$ cat src/rtl/axi_lite_pkg.sv
// Shared AXI4-Lite definitions: response codes, master FSM states and
// default bus widths. Responders (UART, SRAM) import this package too.
package axi_lite_pkg;

    localparam int AXI_ADDR_W = 32;
    localparam int AXI_DATA_W = 32;

    localparam logic [1:0] RESP_OKAY   = 2'b00;
    localparam logic [1:0] RESP_EXOKAY = 2'b01;
    localparam logic [1:0] RESP_SLVERR = 2'b10;
    localparam logic [1:0] RESP_DECERR = 2'b11;

    typedef enum logic [2:0] {
        IDLE    = 3'd0,
        RD_ADDR = 3'd1,
        RD_DATA = 3'd2,
        WR_REQ  = 3'd3,
        WR_RESP = 3'd4,
        RESP    = 3'd5
    } master_state_e;

    // EXOKAY is treated as success; SLVERR and DECERR are errors.
    function automatic logic resp_is_err(input logic [1:0] resp);
        return (resp == RESP_SLVERR) || (resp == RESP_DECERR);
    endfunction

endpackage

$ cat src/rtl/axi_lite_if.sv
// AXI4-Lite bus bundle with initiator (master) and responder (slave) views.
interface axi_lite_if
    import axi_lite_pkg::*;
#(
    parameter int ADDR_W = AXI_ADDR_W,
    parameter int DATA_W = AXI_DATA_W
) ();

    logic [ADDR_W-1:0]   araddr;
    logic                arvalid;
    logic                arready;

    logic [DATA_W-1:0]   rdata;
    logic [1:0]          rresp;
    logic                rvalid;
    logic                rready;

    logic [ADDR_W-1:0]   awaddr;
    logic                awvalid;
    logic                awready;

    logic [DATA_W-1:0]   wdata;
    logic [DATA_W/8-1:0] wstrb;
    logic                wvalid;
    logic                wready;

    logic [1:0]          bresp;
    logic                bvalid;
    logic                bready;

    modport master (
        output araddr, arvalid,
        input  arready,
        input  rdata, rresp, rvalid,
        output rready,
        output awaddr, awvalid,
        input  awready,
        output wdata, wstrb, wvalid,
        input  wready,
        input  bresp, bvalid,
        output bready
    );

    modport slave (
        input  araddr, arvalid,
        output arready,
        output rdata, rresp, rvalid,
        input  rready,
        input  awaddr, awvalid,
        output awready,
        input  wdata, wstrb, wvalid,
        output wready,
        output bresp, bvalid,
        input  bready
    );

endinterface

$ cat src/rtl/axi_lite_master.sv
// AXI4-Lite initiator: turns one core load/store request into an AR/R or
// AW/W/B exchange, one transaction in flight, and returns a held response.
// All AXI valid/ready outputs are decoded from registered state, so they
// never depend combinationally on responder inputs.
module axi_lite_master
    import axi_lite_pkg::*;
#(
    parameter int ADDR_W = AXI_ADDR_W,
    parameter int DATA_W = AXI_DATA_W
) (
    input  logic                clk,
    input  logic                rst,

    input  logic                req_valid,
    output logic                req_ready,
    input  logic                req_wen,
    input  logic [ADDR_W-1:0]   req_addr,
    input  logic [DATA_W-1:0]   req_wdata,
    input  logic [DATA_W/8-1:0] req_wstrb,

    output logic                resp_valid,
    input  logic                resp_ready,
    output logic [DATA_W-1:0]   resp_rdata,
    output logic                resp_err,

    axi_lite_if.master          axi
);

    localparam int STRB_W = DATA_W / 8;

    master_state_e       state_q,   state_d;
    logic [ADDR_W-1:0]   addr_q,    addr_d;
    logic [DATA_W-1:0]   wdata_q,   wdata_d;
    logic [STRB_W-1:0]   wstrb_q,   wstrb_d;
    logic [DATA_W-1:0]   rdata_q,   rdata_d;
    logic                err_q,     err_d;
    logic                aw_done_q, aw_done_d;
    logic                w_done_q,  w_done_d;

    // State, latched payload and captured response; async clear drops every valid at once.
    always_ff @(posedge clk or posedge rst) begin
        if (rst) begin
            state_q   <= IDLE;
            addr_q    <= '0;
            wdata_q   <= '0;
            wstrb_q   <= '0;
            rdata_q   <= '0;
            err_q     <= 1'b0;
            aw_done_q <= 1'b0;
            w_done_q  <= 1'b0;
        end else begin
            state_q   <= state_d;
            addr_q    <= addr_d;
            wdata_q   <= wdata_d;
            wstrb_q   <= wstrb_d;
            rdata_q   <= rdata_d;
            err_q     <= err_d;
            aw_done_q <= aw_done_d;
            w_done_q  <= w_done_d;
        end
    end

    // Next-state logic and state-decoded handshake outputs.
    always_comb begin
        state_d     = state_q;
        addr_d      = addr_q;
        wdata_d     = wdata_q;
        wstrb_d     = wstrb_q;
        rdata_d     = rdata_q;
        err_d       = err_q;
        aw_done_d   = aw_done_q;
        w_done_d    = w_done_q;

        req_ready   = 1'b0;
        resp_valid  = 1'b0;
        axi.arvalid = 1'b0;
        axi.rready  = 1'b0;
        axi.awvalid = 1'b0;
        axi.wvalid  = 1'b0;
        axi.bready  = 1'b0;

        case (state_q)
            IDLE: begin
                req_ready = 1'b1;
                if (req_valid) begin
                    // Latch the request so later changes on req_* cannot leak in.
                    addr_d    = req_addr;
                    wdata_d   = req_wdata;
                    wstrb_d   = req_wstrb;
                    aw_done_d = 1'b0;
                    w_done_d  = 1'b0;
                    state_d   = req_wen ? WR_REQ : RD_ADDR;
                end
            end

            RD_ADDR: begin
                axi.arvalid = 1'b1;
                if (axi.arready) begin
                    state_d = RD_DATA;
                end
            end

            RD_DATA: begin
                axi.rready = 1'b1;
                if (axi.rvalid) begin
                    rdata_d = axi.rdata;
                    err_d   = resp_is_err(axi.rresp);
                    state_d = RESP;
                end
            end

            WR_REQ: begin
                // AW and W are tracked separately: each valid stays up until
                // its own handshake and then drops, in whichever order they land.
                axi.awvalid = !aw_done_q;
                axi.wvalid  = !w_done_q;
                aw_done_d   = aw_done_q || axi.awready;
                w_done_d    = w_done_q  || axi.wready;
                if (aw_done_d && w_done_d) begin
                    state_d = WR_RESP;
                end
            end

            WR_RESP: begin
                axi.bready = 1'b1;
                if (axi.bvalid) begin
                    rdata_d = '0;
                    err_d   = resp_is_err(axi.bresp);
                    state_d = RESP;
                end
            end

            RESP: begin
                resp_valid = 1'b1;
                if (resp_ready) begin
                    state_d = IDLE;
                end
            end

            default: begin
                state_d = IDLE;
            end
        endcase
    end

    // Address and write payload are held in registers for the whole transfer.
    assign axi.araddr = addr_q;
    assign axi.awaddr = addr_q;
    assign axi.wdata  = wdata_q;
    assign axi.wstrb  = wstrb_q;

    assign resp_rdata = rdata_q;
    assign resp_err   = err_q;

endmodule
$ cat src/flat_wrapper.sv
// flat-port wrapper written by rule: the top's interface ports become plain ports
module axi_lite_master_flat import axi_lite_pkg::*;
#(
    parameter int ADDR_W = AXI_ADDR_W,
    parameter int DATA_W = AXI_DATA_W
)
  (clk, rst, req_valid, req_ready, req_wen, req_addr, req_wdata, req_wstrb, resp_valid, resp_ready, resp_rdata, resp_err, axi_araddr, axi_arvalid, axi_arready, axi_rdata, axi_rresp, axi_rvalid, axi_rready, axi_awaddr, axi_awvalid, axi_awready, axi_wdata, axi_wstrb, axi_wvalid, axi_wready, axi_bresp, axi_bvalid, axi_bready);
  axi_lite_if #(.ADDR_W(ADDR_W), .DATA_W(DATA_W)) axi_i ();
  input  logic clk;
  input  logic rst;
  input  logic req_valid;
  output logic req_ready;
  input  logic req_wen;
  input  logic [ADDR_W-1:0] req_addr;
  input  logic [DATA_W-1:0] req_wdata;
  input  logic [DATA_W/8-1:0] req_wstrb;
  output logic resp_valid;
  input  logic resp_ready;
  output logic [DATA_W-1:0] resp_rdata;
  output logic resp_err;
  output wire logic [$bits(axi_i.araddr)-1:0] axi_araddr;
  output wire logic [$bits(axi_i.arvalid)-1:0] axi_arvalid;
  input wire logic [$bits(axi_i.arready)-1:0] axi_arready;
  input wire logic [$bits(axi_i.rdata)-1:0] axi_rdata;
  input wire logic [$bits(axi_i.rresp)-1:0] axi_rresp;
  input wire logic [$bits(axi_i.rvalid)-1:0] axi_rvalid;
  output wire logic [$bits(axi_i.rready)-1:0] axi_rready;
  output wire logic [$bits(axi_i.awaddr)-1:0] axi_awaddr;
  output wire logic [$bits(axi_i.awvalid)-1:0] axi_awvalid;
  input wire logic [$bits(axi_i.awready)-1:0] axi_awready;
  output wire logic [$bits(axi_i.wdata)-1:0] axi_wdata;
  output wire logic [$bits(axi_i.wstrb)-1:0] axi_wstrb;
  output wire logic [$bits(axi_i.wvalid)-1:0] axi_wvalid;
  input wire logic [$bits(axi_i.wready)-1:0] axi_wready;
  input wire logic [$bits(axi_i.bresp)-1:0] axi_bresp;
  input wire logic [$bits(axi_i.bvalid)-1:0] axi_bvalid;
  output wire logic [$bits(axi_i.bready)-1:0] axi_bready;
  assign axi_araddr = axi_i.araddr;
  assign axi_arvalid = axi_i.arvalid;
  assign axi_i.arready = axi_arready;
  assign axi_i.rdata = axi_rdata;
  assign axi_i.rresp = axi_rresp;
  assign axi_i.rvalid = axi_rvalid;
  assign axi_rready = axi_i.rready;
  assign axi_awaddr = axi_i.awaddr;
  assign axi_awvalid = axi_i.awvalid;
  assign axi_i.awready = axi_awready;
  assign axi_wdata = axi_i.wdata;
  assign axi_wstrb = axi_i.wstrb;
  assign axi_wvalid = axi_i.wvalid;
  assign axi_i.wready = axi_wready;
  assign axi_i.bresp = axi_bresp;
  assign axi_i.bvalid = axi_bvalid;
  assign axi_bready = axi_i.bready;
  axi_lite_master #(.ADDR_W(ADDR_W), .DATA_W(DATA_W)) u_core (.clk(clk), .rst(rst), .req_valid(req_valid), .req_ready(req_ready), .req_wen(req_wen), .req_addr(req_addr), .req_wdata(req_wdata), .req_wstrb(req_wstrb), .resp_valid(resp_valid), .resp_ready(resp_ready), .resp_rdata(resp_rdata), .resp_err(resp_err), .axi(axi_i));
endmodule
$ cat config.mk
export PLATFORM = sky130hd
export DESIGN_NAME = axi_lite_master_flat
export DESIGN_NICKNAME = d
export VERILOG_FILES = /design/src/rtl/axi_lite_pkg.sv /design/src/rtl/axi_lite_if.sv /design/src/rtl/axi_lite_master.sv /design/src/flat_wrapper.sv
export SDC_FILE = /design/constraint.sdc
export NUM_CORES = 1
export LEC_CHECK = 0
export CAP_MARGIN = 10
export CORE_MARGIN = 2
export CORE_UTILIZATION = 42
export CTS_CLUSTER_DIAMETER = 80
export DETAILED_ROUTE_END_ITERATION = 8
export PLACE_DENSITY_LB_ADDON = 0.08
export SETUP_SLACK_MARGIN = 0.4
export SKIP_CTS_REPAIR_TIMING = 1
export SLEW_MARGIN = 10
export SYNTH_ARGS = -nofsm -noshare
export SYNTH_HDL_FRONTEND = slang
export SYNTH_SLANG_ARGS = --single-unit
export TNS_END_PERCENT = 1
$ cat constraint.sdc
create_clock -name clk -period 8.6 [get_ports clk]
set_input_delay 1.29 -clock clk [delete_from_list [all_inputs] [get_ports clk]]
set_output_delay 1.29 -clock clk [all_outputs]
set_load 0.02 [all_outputs]
==> impl_summary.log <==
INFO  metric final.setup.tns = 0 ns
INFO  metric worst-slew-pin-transition = 0.889 ns
INFO  metric number_of_h_tree_levels = 3
INFO  metric preCtsSetupSlack = 5.12 ns
INFO  metric outcome = finished clean
INFO  metric detail_route.wirelength = 11,200 um
INFO  metric dr_total_vias = 3,115
INFO  metric groute.usage.overall = 18.8%
INFO  metric power_switching = 1.09 mW
INFO  metric finalSetupViolations = 0
INFO  metric drt_iter0_markers = 143
INFO  metric worst_hold_path_type = reg2reg
INFO  metric critical_path_class = reg2out
INFO  metric height_of_the_die = 109 um
INFO  metric grt_pass1_wl = 17,000 um
INFO  metric grt_pass1_vias = 3,126
INFO  metric synthDistinctLibCells = 31
INFO  metric portBuffers = 251
INFO  metric detailed_route_wire_length_per_cell = 17.2 um
INFO  metric detailedRoute.firstPassIterationCount = 4
INFO  metric power.ir.vdd_worst = 0.238 mV
INFO  metric area.growth.synth_to_final = 51.9%
INFO  metric number_of_max_cap_violations = 0
INFO  metric fin_skew = 0.0115 ns
INFO  metric grt_max_degree = 63
INFO  metric filler_cell_count = 857
INFO  metric cts_tree = built
INFO  metric die_w = 109 um
INFO  metric floorplan.die_area = 12,000 sq um
INFO  metric min_period_over_period = 38.4%
INFO  metric p_comb_share = 58.6%
INFO  metric timing_hold_violations_final = 0
INFO  metric timing.critical_path.to_type = output port
INFO  metric multiInputGateArea = 1550 sq um
INFO  metric layout.area.seq = 2650 sq um
INFO  metric cellInternalPower = 1.79 mW
INFO  metric postRouteAntennaNets = 0
INFO  metric power.share.clock = 9.3%
INFO  metric tritoncts_num_sinks = 106
INFO  metric cts.path.max_buffers = 2
INFO  metric globalplace.congestion = 0.746
INFO  metric worst_slew_margin_rel = 40.7%
INFO  metric critical_path_peak_fanout = 10
INFO  metric power_density = 405 nW/um^2
INFO  metric total_inserted_antenna_cells = 0
INFO  metric floorplan.initialDensity = 43.0%
INFO  metric grt_setup_unrepaired = false
INFO  metric synth-edff-count = 0
INFO  metric numPlacedInstances = 637
INFO  metric cts.clk_slew.worst_paths = 0.09 ns
INFO  metric yosysSeqAreaShare = 56.9%
INFO  metric post_drt_via_cell_ratio = 4.78
INFO  metric synth_cells = 293
INFO  metric cts_made_buffers = 9
INFO  metric dp.final_hpwl = 8180 um
INFO  metric fp.coreArea = 10,800 sq um
INFO  metric mappedNetlistArea = 4670 sq um
INFO  metric final_layout_size_suffix_gt1_share = 17.6%
INFO  metric root_buffer = sky130_fd_sc_hd__clkbuf_8
INFO  metric share_of_synthesized_registers_carrying_an_async_set_or_reset = 100%
INFO  metric num_io_pins = 254
INFO  metric final-instance-count-excl-fill = 652
INFO  metric ys_seq_elements = 106
INFO  metric slew_violations = 0
INFO  metric syn_area_per_cell = 15.9 sq um
INFO  metric hold_depth = 2
INFO  metric static-leakage-power = 3.07 nW
INFO  metric power.sequential.fraction = 32.1%
INFO  metric drc_errors = 0
INFO  metric startpoint_type_of_the_worst_setup_path = flip-flop
INFO  metric fmaxAchievable = 303 MHz
INFO  metric cp.arrival = 2.02 ns
INFO  metric p_sw_share = 37.8%
INFO  metric fp-row-count = 38
INFO  metric finalNetCount = 622
INFO  metric timing.reg2reg.worst_path_depth = 4
INFO  metric grt_remaining_overflow = 0
INFO  metric net_count_synth = 407
INFO  metric setup_slack = 5.29 ns
INFO  metric number_of_antenna_violations_at_the_first_check_in_global_routing = 0
INFO  metric yosys_warnings = 0
INFO  metric period_minus_slack = 3.31 ns
INFO  metric critical_path_required = 7.31 ns
INFO  metric clk_latency = 0.37 ns
INFO  metric synth-main-ff-cell = sky130_fd_sc_hd__dfrtp_1
layer usage:
metal	vias to the layer above	track usage [%]	part of all wire, %
li1	1426	-	-
met1	1529	23.9	40
met2	147	30.4	49
met3	13	5.87	8.8
met4	0	6.33	1.6
met5	-	0	0
Yosys cell counts (all sizes together) (2+ instances only):
cell type	number	area share, %
nor3	2	0.32
a21oi	4	0.67
nand2	3	0.30
a22o	32	6.0
o21ai	3	0.32
mux2	70	22
inv	3	0.24
nor2	7	0.56
buf	49	9.8
dfrtp	106	57
mux2i	4	0.86
logic make-up (layout without fill, tap and decap cells):
kind of cell    after synthesis  after routing  synth area share [%]
compound gates               42             42                  7.94
mux                          74             74                  22.7
flops                       106            106                  56.9
simple gates                 18             18                  2.28
buf+inv                      53            272                  10.2
critical path: stages, from the launching register on:
cell,delay (ns)
sky130_fd_sc_hd__dfrtp_1,0.56
sky130_fd_sc_hd__inv_1,0.17
sky130_fd_sc_hd__nor3_1,0.27
sky130_fd_sc_hd__clkdlybuf4s50_1,0.66
metrics by stage:
step	instance area, sq um	hold WS, ns	utilization, %	total power, mW
global placement	6930	0.470	63.9	2.61
CTS	7090	0.510	65.4	2.91
detailed placement	6930	0.482	63.9	2.63
global route	7090	0.524	65.4	3.04
finish	7090	0.503	65.4	2.87
floorplan	4670	0.485	-	1.98
area by class of cell:
| type | count | area share [%] |
|---|---|---|
| Sequential cell | 106 | 37.4 |
| Timing Repair Buffer | 254 | 35.8 |
| Multi-Input combinational cell | 134 | 21.9 |
| Tap cell | 140 | 2.47 |
| Clock buffer | 10 | 1.80 |
| Clock inverter | 5 | 0.459 |
| Inverter | 3 | 0.194 |
power by group through the flow:
stage	sequential [mW]	combinational (mW)	clock (mW)
detailed placement	0.931	1.70	0
global route	0.960	1.77	0.302
global placement	0.923	1.68	0
CTS	0.926	1.71	0.283
floorplan	1.19	0.795	0
finish	0.923	1.68	0.267
layout by cell type, fill, tap and decap left out, types with 3 or more instances in the layout:
| cell | n |
|---|---|
| sky130_fd_sc_hd__dfrtp_1 | 106 |
| sky130_fd_sc_hd__mux2i_1 | 4 |
| sky130_fd_sc_hd__a22o_1 | 32 |
| sky130_fd_sc_hd__clkdlybuf4s50_1 | 251 |
| sky130_fd_sc_hd__clkinvlp_4 | 3 |
| sky130_fd_sc_hd__a21oi_1 | 3 |
| sky130_fd_sc_hd__clkbuf_8 | 9 |
| sky130_fd_sc_hd__mux2_4 | 62 |
| sky130_fd_sc_hd__buf_4 | 3 |
| sky130_fd_sc_hd__mux2_1 | 8 |
| sky130_fd_sc_hd__nor2_1 | 7 |
path summary, 6_finish.rpt:
path	from	end	slack [ns]
min	u_core.resp_err	u_core.resp_err	0.50
max reg2reg	u_core.state_q[0]	u_core.axi.wdata[10]	6.09
min in group asynchronous	rst	u_core.axi.wdata[19]	1.32
max	u_core.state_q[1]	axi_rready	5.29
min reg2reg	u_core.resp_err	u_core.resp_err	0.50
max in group asynchronous	rst	u_core.state_q[2]	6.09
registers in the layout, summed over array words and instances (netlist names):
name,cells
u_core.w_done_q,1
u_core.resp_err,1
u_core.resp_rdata,32
u_core.axi.araddr,32
u_core.axi.wdata,32
u_core.state_q,3
u_core.aw_done_q,1
u_core.axi.wstrb,4
(Power assumes the default switching activity.)
